==> config.mk <==
export PLATFORM = sky130hd
export DESIGN_NAME = hdb3_encode
export DESIGN_NICKNAME = d
export VERILOG_FILES = /design/src/rtl/hdb3_pkg.sv /design/src/rtl/hdb3_pol_sel.sv /design/src/rtl/hdb3_encode.sv
export SDC_FILE = /design/constraint.sdc
export NUM_CORES = 1
export LEC_CHECK = 0
export CORE_MARGIN = 5
export CORE_UTILIZATION = 45
export CTS_BUF_LIST = sky130_fd_sc_hd__clkbuf_8
export CTS_CLUSTER_DIAMETER = 200
export DETAILED_ROUTE_END_ITERATION = 8
export DONT_BUFFER_PORTS = 1
export PLACE_DENSITY_LB_ADDON = 0.15
export SLEW_MARGIN = 10
export SYNTH_ARGS = -nofsm -noshare
export SYNTH_HDL_FRONTEND = slang
export SYNTH_SLANG_ARGS = --single-unit
export TNS_END_PERCENT = 20
==> constraint.sdc <==
create_clock -name i_clk -period 3.4 [get_ports i_clk]
set_clock_uncertainty 0.15 [all_clocks]
set_input_delay 0.34 -clock i_clk [delete_from_list [all_inputs] [get_ports i_clk]]
set_output_delay 0.34 -clock i_clk [all_outputs]
set_load 0.03 [all_outputs]
==> src/rtl/hdb3_pkg.sv <==
// Shared HDB3 definitions: line codes, pipeline stage types and window depth.
// Used by both hdb3_encode and hdb3_decode.
package hdb3_pkg;

   localparam logic [1:0] HDB3_ZERO = 2'b00;
   localparam logic [1:0] HDB3_POS  = 2'b01;
   localparam logic [1:0] HDB3_NEG  = 2'b10;

   localparam int HDB3_WIN = 4;

   typedef enum logic [1:0] {
      ST_ZERO  = 2'b00,
      ST_MARK  = 2'b01,
      ST_BCAND = 2'b10,
      ST_VIOL  = 2'b11
   } stage_type_e;

   typedef struct packed {
      stage_type_e typ;
      logic        vld;
   } stage_t;

   localparam stage_t STAGE_EMPTY = '{typ: ST_ZERO, vld: 1'b0};

   // pos = 1 selects +1, pos = 0 selects -1.
   function automatic logic [1:0] pol_to_code(input logic pos);
      return pos ? HDB3_POS : HDB3_NEG;
   endfunction

endpackage

==> src/rtl/hdb3_pol_sel.sv <==
// HDB3 polarity selector: tracks last pulse polarity and pulse parity since the
// last violation, and maps the oldest stage type to a ternary line code.
module hdb3_pol_sel
   import hdb3_pkg::*;
#(
   parameter logic INIT_LAST_POS = 1'b0
) (
   input  logic        i_clk,
   input  logic        i_rst_n,
   input  logic        i_adv,
   input  stage_type_e i_type,
   output logic [1:0]  o_code
);

   logic last_pol;
   logic last_pol_nxt;
   logic pulse_parity;
   logic pulse_parity_nxt;

   always_comb begin
      o_code           = HDB3_ZERO;
      last_pol_nxt     = last_pol;
      pulse_parity_nxt = pulse_parity;
      case (i_type)
         ST_MARK: begin
            o_code           = pol_to_code(~last_pol);
            last_pol_nxt     = ~last_pol;
            pulse_parity_nxt = ~pulse_parity;
         end
         ST_BCAND: begin
            // A B pulse is only needed when the pulse count since the last V is even.
            if (!pulse_parity) begin
               o_code           = pol_to_code(~last_pol);
               last_pol_nxt     = ~last_pol;
               pulse_parity_nxt = 1'b1;
            end
         end
         ST_VIOL: begin
            o_code           = pol_to_code(last_pol);
            pulse_parity_nxt = 1'b0;
         end
         default: begin
            o_code = HDB3_ZERO;
         end
      endcase
   end

   always_ff @(posedge i_clk or negedge i_rst_n) begin
      if (!i_rst_n) begin
         last_pol     <= INIT_LAST_POS;
         pulse_parity <= 1'b0;
      end else if (i_adv) begin
         last_pol     <= last_pol_nxt;
         pulse_parity <= pulse_parity_nxt;
      end
   end

endmodule

==> src/rtl/hdb3_encode.sv <==
// HDB3 line encoder: 4-stage look-ahead delay line with zero-run substitution,
// polarity resolved at the output. Optional AMI bypass: HDB3_AMI_BYPASS_EN.
module hdb3_encode
   import hdb3_pkg::*;
#(
   parameter logic INIT_LAST_POS = 1'b0
) (
   input  logic       i_clk,
   input  logic       i_rst_n,
`ifdef HDB3_AMI_BYPASS_EN
   input  logic       i_ami_mode,
`endif
   input  logic       i_data,
   input  logic       i_data_vld,
   output logic [1:0] o_hdb3_code,
   output logic       o_code_vld
);

   // Strobe semantics: i_data is consumed on every cycle i_data_vld is high (no
   // backpressure); o_code_vld pulses for one cycle per emitted symbol.

   stage_t      stg     [HDB3_WIN];
   stage_t      stg_nxt [HDB3_WIN];
   logic        ami_en;
   logic        zero_run;
   logic        out_adv;
   logic [1:0]  sel_code;

`ifdef HDB3_AMI_BYPASS_EN
   assign ami_en = i_ami_mode;
`else
   assign ami_en = 1'b0;
`endif

   // Substituted stages are never ZERO, so back-to-back runs cannot overlap.
   always_comb begin
      zero_run = !i_data && !ami_en;
      for (int i = 0; i < HDB3_WIN - 1; i++) begin
         zero_run = zero_run && stg[i].vld && (stg[i].typ == ST_ZERO);
      end
   end

   always_comb begin
      for (int i = 0; i < HDB3_WIN; i++) begin
         stg_nxt[i] = stg[i];
      end
      if (i_data_vld) begin
         for (int i = HDB3_WIN - 1; i > 0; i--) begin
            stg_nxt[i] = stg[i-1];
         end
         stg_nxt[0] = '{typ: (i_data ? ST_MARK : ST_ZERO), vld: 1'b1};
         if (zero_run) begin
            stg_nxt[0].typ          = ST_VIOL;
            stg_nxt[HDB3_WIN-1].typ = ST_BCAND;
         end
      end
   end

   always_ff @(posedge i_clk or negedge i_rst_n) begin
      if (!i_rst_n) begin
         for (int i = 0; i < HDB3_WIN; i++) begin
            stg[i] <= STAGE_EMPTY;
         end
      end else begin
         for (int i = 0; i < HDB3_WIN; i++) begin
            stg[i] <= stg_nxt[i];
         end
      end
   end

   assign out_adv = i_data_vld && stg[HDB3_WIN-1].vld;

   hdb3_pol_sel #(
      .INIT_LAST_POS (INIT_LAST_POS)
   ) u_pol_sel (
      .i_clk   (i_clk),
      .i_rst_n (i_rst_n),
      .i_adv   (out_adv),
      .i_type  (stg[HDB3_WIN-1].typ),
      .o_code  (sel_code)
   );

   always_ff @(posedge i_clk or negedge i_rst_n) begin
      if (!i_rst_n) begin
         o_hdb3_code <= HDB3_ZERO;
         o_code_vld  <= 1'b0;
      end else begin
         o_code_vld <= out_adv;
         if (out_adv) begin
            o_hdb3_code <= sel_code;
         end
      end
   end

endmodule

Word-level counts from Yosys, hierarchy flattened. Index checks and enable logic that the tools add are counted.

Logic and storage cells: 43. Bits of input ports: 4. Flip-flop bits (word level): 17. Output and inout bits: 3.

Mux-type cells: 10. Reductions and logical operators: 15. Bitwise gates (word level): 2. Equal/unequal tests: 4.

Operators with widths (count): 2-to-1 mux 2 bit (5); logical AND 1 bit (7); logical NOT 2 bit (3); case mux 2 bit (3 select lines) (1); == test 2 bit, second input constant (2); case mux 1 bit (3 select lines) (1); AND reduction 3 bit (1); nonzero test 3 bit (1); == test 2 x 1 -> 1 bit, second input constant (1); 2-to-1 mux 1 bit (2); inequality test 2 bit, second input constant (1); NOT 1 bit (2); case mux 1 bit (2 select lines) (1); AND reduction 2 bit (1); nonzero test 2 bit (1); logical NOT 1 bit (1).

Depth between registers and ports, before layout.
Word-level depth: 8. Gate-level depth with buffers: 4. Depth with buffers taken out: 3.

Hierarchy. A second synthesis with hierarchy kept.

Cell total of the unflattened synthesis: 55. Area, all modules: 748.2 sq um.

By module, submodules not included: hdb3_encode (cells each 38, instances 1, area an instance 601.8 sq um, sequential area each 375.4 sq um); hdb3_pol_sel (cells each 17, instances 1, area an instance 146.4 sq um, sequential area each 50.0 sq um).

Worst setup path after synthesis. No wires, ideal clock.

Path type: register to register. From: register stg[0] (netlist name). To: register u_pol_sel.pulse_parity. Period minus slack after synthesis: 1.187 ns. Path slack: 2.213 ns. Data required time: 3.177 ns. Path buffers: 1. Library setup time: 0.073 ns. Arrival time: 0.964 ns. Cell stages (with the launch flop): 5. Cell sequence: dfrtp_1 -> and2_4 -> buf_6 -> mux2_4 -> a21oi_2.

Cells in the longest elaborated chain, start to end: 2.

Ends and longest elaborated chain: start, declared (RTL line hdb3_encode.sv:22) `stage_t stg [HDB3_WIN];`; start signal, assigned by index (RTL line hdb3_encode.sv:66) `stg[i] <= stg_nxt[i];`; logical AND 1 bit (RTL line hdb3_encode.sv:71) `assign out_adv = i_data_vld && stg[HDB3_WIN-1].vld;`; named net out_adv (RTL line hdb3_encode.sv:26) `logic out_adv;`; AND reduction 2 bit (no line); end signal, assigned (RTL line hdb3_pol_sel.sv:54) `pulse_parity <= pulse_parity_nxt;`; end, declared (RTL line hdb3_pol_sel.sv:17) `logic pulse_parity;`.

The timed path passes the listed nets, and every way through them passes these cells. A chain may end at the register's enable or synchronous reset.

Final worst setup path.
From: register stg[10] (netlist name). To: register stg[11] (netlist name).

Cells in the longest elaborated chain, start to end: 7.

Ends and longest elaborated chain: logical NOT 2 bit (RTL line hdb3_encode.sv:39) `zero_run = zero_run && stg[i].vld && (stg[i].typ == ST_ZERO);`; logical AND 1 bit (5 in series) (RTL line hdb3_encode.sv:39); 2-to-1 mux 2 bit (RTL line hdb3_encode.sv:52) `if (zero_run) begin`.

Every way passes these cells.

==> out/qor.csv <==
metric,value,unit
ctsRootBufferMaster,sky130_fd_sc_hd__clkbuf_8,
max-slew-margin-rel,52.1,%
yosys.cell_types.count,25,
critPathMaxStageDelay,0.39,ns
clock_tree_from_tritoncts,yes,
num_rows,14,
finalSetupTns,0,ns
maxCapViolCount,0,
hold_viol_final,0,
ys_ff_latch,17,
cts_max_level,1,
post_synth_instance_area,724,µm²
cts.sinks,17,
synth_commonest_cells,"sky130_fd_sc_hd__dfrtp_1 (17), sky130_fd_sc_hd__mux2_2 (8), sky130_fd_sc_hd__nor2_1 (3)",
maximum_buffer_depth_of_the_clock_tree,2,
synthesis.nets,59,
synth.yosys.seq_area_share,58.7,%
fmaxAchievable,763,MHz
crit_path_start,stg[10]$_DFFE_PN0P_,
ir_worst_vdd,0.258,mV
worstSetupPathDepth,3,
floorplan.initialDensity,47.5,%
drive_above_1_share,31.0,%
critPathRequiredTime,3.41,ns
coreArea,1520,µm²
port-buffer-count,0,
grt_pass1_vias,410,
power.static_leakage,0.330,nW
yosys_warnings,0,
timing.critical_path.cells,nor4b_1 -> nand4_1 -> o21ai_0,
maxSlewViolCount,0,
path_max_fanout,3,
cp-endpoint,stg[11]$_DFFE_PN0P_,
worstSkewPairLatency,0.24,ns
grt_remaining_overflow,0,
final_nets,63,
initialDrtViolationCount,6,
report.final.setup_viol,0,
worstSetupEndpointType,flip-flop,
synth_edf_count,0,
crit_type,reg2reg,
die_x,50.1,µm
worst_pin_slew,0.717,ns
run_status,finished clean,
dr.pass1.iters,2,
synth_cells,55,
leading_post_synthesis_cells_by_cell_area,"sky130_fd_sc_hd__dfrtp_1 (59%), sky130_fd_sc_hd__mux2_2 (12%), sky130_fd_sc_hd__mux2i_1 (2.8%), sky130_fd_sc_hd__mux2_4 (2.1%), sky130_fd_sc_hd__a31oi_1 (1.7%)",
via_count,410,
powerDensity,657,nW/µm²
reg2reg_depth,3,
layout_worst_path_cycle_share,38.5,%
post-cts-setup-buffer-count,0,
antennaDiodeCount,0,
drcViolationCount,0,
io_pins,7,
area_growth_syn_to_layout,8.29,%
final_period_minus_worst_setup_slack,1.31,ns
grt_max_degree,18,
timing.critical_path.buf_inv,0,
synth_largest_type_area_fraction,58.7,%
slowest_stage,sky130_fd_sc_hd__dfrtp_1,
ys_async_sr_fraction,100,%
ctsHoldBuffers,1,
grt_first_pass_wirelength,1.84,mm
timing.critical_path.max_delay_family,simple AND/OR/NAND/NOR gates,
critPathArrivalTime,1.32,ns
via_per_inst,5.54,
routed_wirelength,1.09,mm
die-area,2510,µm²
finalWeightedCongestion,0.704,
rrSetupSlack,2.09,ns
cts_inserted_buffers,3,
cts.repair.resized,0,
synthDominantAreaCellType,sky130_fd_sc_hd__dfrtp_1,
yosys.cell_count.top_type,sky130_fd_sc_hd__dfrtp_1,
timing.critical_path.from_type,flip-flop,
antenna_found_initial,0,
hold_ws,0.0495,ns
timing.hold.worst.class,in2reg,
die_y,50.1,µm
grt_use_total,9.77,%
dp.final_hpwl,780,µm
yosys_most_used_dff,sky130_fd_sc_hd__dfrtp_1,
worstReg2RegEnd,stg[11]$_DFFE_PN0P_,
syn-mean-instance-area,13.2,µm²
critical_path.reg2reg.startpoint,stg[10]$_DFFE_PN0P_,
rsz0062_at_grt,no,
worst_setup_hold_path_clk_slew,0.07,ns
average_wire_per_cell_in_the_routed_design,14.8,µm
antenna_violating_nets_post_route,0,
layer usage:
metal  global-route usage (%)  share of wire, %  up-vias
li1                         -                 -      199
met1                     12.1                46      204
met5                        0                 0        -
met3                     3.01               5.1        2
met4                     7.86               1.6        0
met2                     13.8                47        5
stage by stage:
step	util, %	worst slack [ns]	total power, mW	cell area, µm²	std cells
after floorplan	-	2.21	0.357	724	55
after global placement	47.8	2.18	0.364	728	69
after detailed placement	47.8	2.09	0.371	728	69
after CTS	51.5	2.08	0.520	785	74
after global routing	51.5	1.99	0.542	785	74
final	51.5	2.09	0.515	785	74
placed cells by master, fill, tap and decap left out, drive strengths merged:
cell type    synthesis  final
mux2                 9      9
nor4b                1      1
nand4                1      1
xnor2                1      1
nor2b                1      1
mux2i                2      2
nand3                1      1
nand3b               1      1
and2                 1      1
nand2                2      2
o21ai                3      3
dfrtp               17     17
nor3b                1      1
clkinv               0      1
nor2                 3      3
inv                  1      1
or2                  2      2
nor4bb               1      1
a21oi                2      2
o21bai               1      1
clkbuf               0      3
a31oi                2      2
dlygate4sd3          0      1
sequential cells by signal, summed over array words and instances (netlist names):
name	flops
u_pol_sel.pulse_parity	1
u_pol_sel.last_pol	1
stg	12
o_hdb3_code	2
o_code_vld	1
report_power, final:
part	switching [mW]	internal, mW
Combinational	0.0304	0.0490
Clock	0.0640	0.0810
Sequential	0.0539	0.237
area by class of cell:
type | count | area [µm²]
inverter | 1 | 3.75
multi-input combinational | 35 | 279
tap | 16 | 20.0
clock inverter | 1 | 5.00
clock buffer | 3 | 41.3
timing repair buffer | 1 | 10.0
fill | 134 | 739
sequential | 17 | 425
kinds of logic after synthesis:
group / Yosys count / synth area share (%)
AOI/OAI and AO/OA: 8 / 6.73
and+or+nand+nor: 15 / 13.3
DFF: 17 / 58.7
muxes: 11 / 17.3
buffers and inverters: 3 / 2.76
xor gates and xnor gates: 1 / 1.21
how the worst min path moves through the flow:
stage | from | endpoint | slack (ns) | cells past startpoint
after CTS | i_data_vld | stg[9]$_DFFE_PN0P_ | 0.05 | 1
after detailed placement | i_rst_n | o_hdb3_code[1]$_DFFE_PN0P_ | -0.11 | 0
final | i_data_vld | stg[9]$_DFFE_PN0P_ | 0.05 | 1
after floorplan | i_rst_n | o_code_vld$_DFF_PN0_ | -0.11 | 0
after global placement | i_rst_n | o_code_vld$_DFF_PN0_ | -0.11 | 0
after global routing | i_data_vld | stg[9]$_DFFE_PN0P_ | 0.04 | 1
(Power assumes the default switching activity.)
